### src/rtl/shift_add_mult.sv
// 8x8 unsigned sequential shift-and-add multiplier: one partial product per BUSY
// cycle through a 16-bit carry-lookahead adder, result registered on DONE entry.
module shift_add_mult (
   input  logic        clk,
   input  logic        rst,
   input  logic        start,
   input  logic [7:0]  a,
   input  logic [7:0]  b,
   output logic [15:0] product,
   output logic        busy,
   output logic        done
);

   typedef enum logic [1:0] {IDLE, BUSY, DONE} state_t;

   state_t      state_q, state_d;
   logic [15:0] mcand_q, mcand_d;
   logic [7:0]  mplier_q, mplier_d;
   logic [15:0] acc_q, acc_d;
   logic [2:0]  cnt_q, cnt_d;
   logic [15:0] product_q, product_d;

   logic [15:0] add_g, add_p, carry, add_sum;
   logic [3:0]  grp_g, grp_p;
   logic [4:0]  grp_c;
   logic        add_cout;

   // Two-level lookahead: 4-bit groups, group carries resolved in parallel.
   always_comb begin
      add_g = acc_q & mcand_q;
      add_p = acc_q ^ mcand_q;
      for (int unsigned j = 0; j < 4; j++) begin
         grp_g[j] = add_g[4*j+3]
                  | (add_p[4*j+3] & add_g[4*j+2])
                  | (add_p[4*j+3] & add_p[4*j+2] & add_g[4*j+1])
                  | (add_p[4*j+3] & add_p[4*j+2] & add_p[4*j+1] & add_g[4*j]);
         grp_p[j] = &add_p[4*j +: 4];
      end
      grp_c[0] = 1'b0;
      grp_c[1] = grp_g[0] | (grp_p[0] & grp_c[0]);
      grp_c[2] = grp_g[1] | (grp_p[1] & grp_g[0]) | (grp_p[1] & grp_p[0] & grp_c[0]);
      grp_c[3] = grp_g[2] | (grp_p[2] & grp_g[1]) | (grp_p[2] & grp_p[1] & grp_g[0])
               | (grp_p[2] & grp_p[1] & grp_p[0] & grp_c[0]);
      grp_c[4] = grp_g[3] | (grp_p[3] & grp_g[2]) | (grp_p[3] & grp_p[2] & grp_g[1])
               | (grp_p[3] & grp_p[2] & grp_p[1] & grp_g[0])
               | (grp_p[3] & grp_p[2] & grp_p[1] & grp_p[0] & grp_c[0]);
      for (int unsigned j = 0; j < 4; j++) begin
         carry[4*j]   = grp_c[j];
         carry[4*j+1] = add_g[4*j] | (add_p[4*j] & grp_c[j]);
         carry[4*j+2] = add_g[4*j+1] | (add_p[4*j+1] & add_g[4*j])
                      | (add_p[4*j+1] & add_p[4*j] & grp_c[j]);
         carry[4*j+3] = add_g[4*j+2] | (add_p[4*j+2] & add_g[4*j+1])
                      | (add_p[4*j+2] & add_p[4*j+1] & add_g[4*j])
                      | (add_p[4*j+2] & add_p[4*j+1] & add_p[4*j] & grp_c[j]);
      end
      add_sum  = add_p ^ carry;
      add_cout = grp_c[4];
   end

   always_comb begin
      state_d   = state_q;
      mcand_d   = mcand_q;
      mplier_d  = mplier_q;
      acc_d     = acc_q;
      cnt_d     = cnt_q;
      product_d = product_q;
      case (state_q)
         IDLE, DONE: begin
            if (start) begin
               mcand_d  = {8'h00, a};
               mplier_d = b;
               acc_d    = '0;
               cnt_d    = '0;
               state_d  = BUSY;
            end else begin
               state_d  = IDLE;
            end
         end
         BUSY: begin
            if (mplier_q[0]) acc_d = add_sum;
            mcand_d  = mcand_q << 1;
            mplier_d = mplier_q >> 1;
            cnt_d    = cnt_q + 3'd1;
            if (cnt_q == 3'd7) begin
               state_d   = DONE;
               product_d = mplier_q[0] ? add_sum : acc_q;
            end
         end
         default: state_d = IDLE;
      endcase
   end

   always_ff @(posedge clk or posedge rst) begin
      if (rst) begin
         state_q   <= IDLE;
         mcand_q   <= '0;
         mplier_q  <= '0;
         acc_q     <= '0;
         cnt_q     <= '0;
         product_q <= '0;
      end else begin
         state_q   <= state_d;
         mcand_q   <= mcand_d;
         mplier_q  <= mplier_d;
         acc_q     <= acc_d;
         cnt_q     <= cnt_d;
         product_q <= product_d;
      end
   end

   assign product = product_q;
   assign busy    = (state_q == BUSY);
   assign done    = (state_q == DONE);

   // Partial sums never exceed 255*255, so an accepted add must not carry out.
   a_no_carry_out: assert property (@(posedge clk) disable iff (rst)
      (state_q == BUSY && mplier_q[0]) |-> !add_cout);

endmodule

### config.mk
export PLATFORM = sky130hd
export DESIGN_NAME = shift_add_mult
export DESIGN_NICKNAME = d
export VERILOG_FILES = /design/src/rtl/shift_add_mult.sv
export SDC_FILE = /design/constraint.sdc
export NUM_CORES = 1
export LEC_CHECK = 0
export ABC_CLOCK_PERIOD_IN_PS = 2500
export BUFFER_PORTS_ARGS = -buffer_cell sky130_fd_sc_hd__buf_2
export CAP_MARGIN = 0
export CELL_PAD_IN_SITES_DETAIL_PLACEMENT = 0
export CELL_PAD_IN_SITES_GLOBAL_PLACEMENT = 1
export CORE_ASPECT_RATIO = 0.6
export CORE_MARGIN = 8
export CORE_UTILIZATION = 40
export DETAILED_ROUTE_END_ITERATION = 8
export GPL_TIMING_DRIVEN = 1
export PLACE_DENSITY_LB_ADDON = 0.25
export SYNTH_ARGS = -nofsm -noshare
export SYNTH_HDL_FRONTEND = slang
export SYNTH_SLANG_ARGS = --single-unit
### constraint.sdc
create_clock -name clk -period 2.5 [get_ports clk]
set_input_delay 0.5 -clock clk [delete_from_list [all_inputs] [get_ports clk]]
set_output_delay 0.5 -clock clk [all_outputs]
set_load 0.05 [all_outputs]
# == Yosys cells after proc, flatten, opt, wreduce, memory -nomap -nowiden ==
# Cells that the tools add are included.
# word_totals
output_inout_bits,18
romBits,0
inputBits,19
n_memories,0
word_cells,117
mem_bits_rw,0
regBits,61
latch_bits,0
# op_classes
bitwise_logic,86
multipliers,0
muxes,12
magnitude_cmp,0
n_addsub,1
shift,0
n_div,0
reduce_logical,7
n_eq_ne,5
# op_table
operator,n
16-bit one-hot mux with 2 select lines,2
1-bit AND,50
16-bit two-way mux,3
1-bit OR,33
16-bit bitwise XOR,2
8-bit one-hot mux with 2 select lines,1
15-bit AND,1
8-bit two-way mux,1
4-bit AND reduction,2
3-bit one-hot mux with 2 select lines,1
2-bit one-hot mux with 2 select lines,1
2-bit AND reduction,2
3-bit by 1-bit adder with 3-bit output (second input constant),1
3-bit equality test (second input constant),1
3-bit two-way mux,1
2-bit by 1-bit equality test with 1-bit output (second input constant),1
2-bit equality test (second input constant),1
2-bit logical NOT,1
2-bit two-way mux,1
2-bit by 1-bit inequality test with 1-bit output (second input constant),1
2-bit inequality test (second input constant),1
2-bit nonzero test,1
2-bit OR reduction,1
1-bit two-way mux,1

# == Longest topological paths before layout ==
# depth
depth_word,13
mapped_depth,12
mapped_depth_nobuf,12

# == Worst setup path before layout ==
# Ideal clock, no wire load.
# synth_path
path_type,flip-flop to flip-flop
startpoint,reg mcand_q[1]
endpoint,"reg product_q[13], in the netlist product[13]"
setup_slack_ns,0.029
n_path_buf,0
t_required_ns,2.365
arrival_ns,2.336
stages_incl_launch_ff,13
synth_period_minus_slack_ns,2.471
path_cell_list,dfrtp_1 -> ha_1 -> a21oi_1 -> o211ai_2 -> o211ai_2 -> a21oi_1 -> a21oi_1 -> o21bai_1 -> fa_1 -> xnor2_1 -> nand2_1 -> o21ai_0 -> o21ai_0
# synth_via
elab_chain_cells,10
elab_cells_between_ends,13
classes_between,1 x mux; 12 x bitwise
# synth_lines
element,line,rtl
start: declaration,17,"logic [15:0] mcand_q, mcand_d;"
start signal: assignment,103,mcand_q <= mcand_d;
15-bit AND or 16-bit bitwise XOR (tied branches),"30, 31",
1-bit AND (on tied branches),"35, 36",
1-bit OR or 1-bit AND (tied branches),"35, 36",
1-bit OR (*),36,| (add_p[4*j+3] & add_p[4*j+2] & add_p[4*j+1] & add_g[4*j]);
1-bit AND (*),42,grp_c[3] = grp_g[2] | (grp_p[2] & grp_g[1]) | (grp_p[2] & grp_p[1] & grp_g[0])
1-bit OR (*),42,
1-bit AND (*),49,carry[4*j+1] = add_g[4*j] | (add_p[4*j] & grp_c[j]);
1-bit OR (*),49,
16-bit bitwise XOR (*),56,add_sum = add_p ^ carry;
16-bit two-way mux (*),86,product_d = mplier_q[0] ? add_sum : acc_q;
end signal: assignment,107,product_q <= product_d;
end: declaration,21,"logic [15:0] product_q, product_d;"
# Every way passes the cells marked *; elsewhere a longest branch is shown, timed or not.
# A chain may end at the register's enable or synchronous reset.

# == Worst setup path in the final report ==
# layout_path
startpoint,reg acc_q[1]
endpoint,"reg product_q[13], in the netlist product[13]"
# layout_via
elab_chain_cells,10
elab_cells_between_ends,13
classes_between,1 x mux; 12 x bitwise
# layout_lines
element,line,rtl
start: declaration,19,"logic [15:0] acc_q, acc_d;"
start signal: assignment,98,acc_q <= '0;
start signal: assignment,105,acc_q <= acc_d;
15-bit AND or 16-bit bitwise XOR (tied branches),"30, 31",
1-bit AND (on tied branches),"35, 36",
1-bit OR or 1-bit AND (tied branches),"35, 36",
1-bit OR (*),36,
1-bit AND (*),42,
1-bit OR (*),42,
1-bit AND (*),49,
1-bit OR (*),49,
16-bit bitwise XOR (*),56,
16-bit two-way mux (*),86,
# Marks and branches as above.

==> results_dict.tcl <==
set metrics [dict create \
    ys_ff_latch 61 \
    required_ps 2700 \
    synth_cell_types 36 \
    worstMarginPinSlew_ps 1260 \
    ant_nets 0 \
    finalSetupTns_ps 0 \
    die_h_um 84.9 \
    drive_gt1_frac 0.277 \
    yosysSeqAreaShare 0.483 \
    cts_max_level 3 \
    cts_sinks 61 \
    drv_cap 0 \
    synth_area_leaders "dfrtp_1 (48%), nand2_1 (8.4%), ha_1 (6.7%)" \
    drcViolationCount 0 \
    drt-total-wl_mm 7.69 \
    slew-limit-headroom 0.156 \
    synth_warnings 0 \
    routabilityCongestion 0.819 \
    synth_top_cell_by_area "dfrtp_1" \
    setup_viol 0 \
    grt_usage 0.151 \
    end_kind "flip-flop" \
    cp_max_fo 2 \
    cpMostUsedCell "a21oi_2" \
    reg2reg_from "acc_q[1]" \
    dp_slack_ps -52.4 \
    drt-vias-per-instance 5.04 \
    die_area_um2 11100 \
    grt_max_degree 35 \
    syn-instance-count 333 \
    synth_common_cells "nand2_1 (71), dfrtp_1 (61), o21ai_0 (32), nor2_1 (20), clkbuf_1 (18)" \
    hpwlAfterDp_mm 5.27 \
    post-route-util 0.530 \
    die_w_um 131 \
    synth_edf_count 0 \
    netlist.area_leader.share 0.483 \
    ios 37 \
    dr.first_iter.drc_count 178 \
    numCtsBuffers 9 \
    cts.clk_slew.worst_paths_ps 50 \
    first_pass_iters 4 \
    cp_slowest_cell "dfrtp_1" \
    period_minus_slack_ps 2450 \
    hold_class "in2async" \
    fin_nets 440 \
    hold_viol 0 \
    core_um2 7760 \
    cp_slowest_stage_delay_ps 380 \
    syn_area_um2 3160 \
    period_share 0.981 \
    root_buffer "clkbuf_16" \
    cts_tree "yes" \
    post_drt_wl_per_cell_um 15.0 \
    rsz0062_at_grt "true" \
    cts_buffer_depth 2 \
    yosysMostFrequentCell "nand2_1" \
    grt_overflow 0 \
    path_class "reg2reg" \
    postCtsHoldBufs 0 \
    synth.avg_cell_area_um2 9.49 \
    skew_ps 6.23 \
    worstPathArrival_ps 2650 \
    critical_path.startpoint_type "flip-flop" \
    rows 25 \
    path_cells "ha_1 > a21oi_2 > o211ai_2 > o211ai_2 > a21oi_2 > a21oi_2 > o21bai_1 > fa_2 > xnor2_2 > nand2_1 > o21ai_1 > o21ai_1" \
    cp-startpoint "acc_q[1]" \
    initial_core_util 0.408 \
    synth_top_flop_cell "dfrtp_1" \
    cp_top_family "compound AO/OA/AOI/OAI gates" \
    path_buf_inv 0 \
    antenna_found_initial 0 \
    grt_pass1_vias 2555 \
    antenna_cells 0 \
    io_buffers 36 \
    max_freq_mhz 408 \
    clk_latency_ps 330 \
    synth_nets 373 \
    setup_slack_ps 48.0 \
    status "finished, final reports clean" \
    grt_pass1_wl_mm 13.0 \
    vias 2582 \
    maxSlewViolCount 0 \
    area_growth_pct 30.1 \
    async_reset_ff_frac 1.00 \
]
final cells by class:
type                            count  area, um^2
Fill cell                         728        3640
Timing Repair Buffer               75         473
Clock buffer                       14         274
Clock inverter                      1        5.00
Multi-Input combinational cell    244        1670
Inverter                            9        33.8
Tap cell                          108         135
Sequential cell                    61        1530
layout by cell type (no fill, tap or decap), types with 4 or more instances in the layout:
cell type,instances
ha_1,13
nand2_1,71
nor2b_1,4
inv_1,8
ha_4,4
o21ai_1,4
o21ai_0,28
a22o_1,12
a31oi_1,15
clkbuf_16,9
a21oi_2,4
dfrtp_1,61
xnor2_1,5
mux2i_1,9
buf_4,39
nand3_1,17
nor2_1,19
buf_2,36
flip-flops by register name (all words and copies together), names as in the netlist:
register	cells
mplier_q	8
product	16
state_q	2
acc_q	16
cnt_q	3
mcand_q	16
cells by family (layout without fill, tap and decap cells):
group                      Yosys count  in the layout  share of synthesized area
adders and majority gates           21             21                     0.0926
xor gates and xnor gates             9              9                     0.0249
buffers and inverters               28             99                     0.0332
DFF                                 61             61                      0.483
AOI/OAI and AO/OA                   77             77                      0.159
and+or+nand+nor                    128            128                      0.179
muxes                                9              9                     0.0285
worst reg2reg max path, cell delays in order (launching register included):
cell	delay, ps
dfrtp_1	380
ha_1	310
a21oi_2	180
o211ai_2	120
o211ai_2	240
a21oi_2	100
a21oi_2	160
o21bai_1	90
fa_2	360
xnor2_2	170
nand2_1	70
o21ai_1	70
o21ai_1	70
stage by stage:
stage | instance area [um^2] | hold slack, ps | cells
final | 4110 | 195 | 512
after global routing | 4110 | 232 | 512
after CTS | 3990 | 209 | 509
after detailed placement | 3680 | 456 | 494
after global placement | 3680 | 449 | 494
after floorplan | 3160 | 467 | 333
routing by layer:
layer / global-route usage / up-vias / share of wire
met1: 0.207 / 1242 / 0.52
met2: 0.221 / 34 / 0.43
met4: 0.0528 / 0 / 0.0069
met5: 0 / - / 0
li1: - / 1300 / -
met3: 0.0451 / 6 / 0.039
timing repair:
| action | in CTS | in global routing |
|---|---|---|
| setup endpoints to repair | 1 | 11 |
| pin swaps | 2 | 15 |
| resized for setup | 5 | 19 |
| buffers inserted | 0 | 3 |
worst paths after layout:
path / end / slack (ps) / cells past startpoint
min in group clk: mcand_q[0] / 390 / 2
hold / removal: mcand_q[3] / 190 / 2
setup / recovery: product[13] / 50 / 12
hold reg to reg: product[6] / 460 / 2
setup reg to reg: product[13] / 50 / 12
max in group asynchronous: mcand_q[12] / 1640 / 3
Power is not shown: default switching activity piles up to over one toggle a cycle in this logic, so the estimate is an artifact.
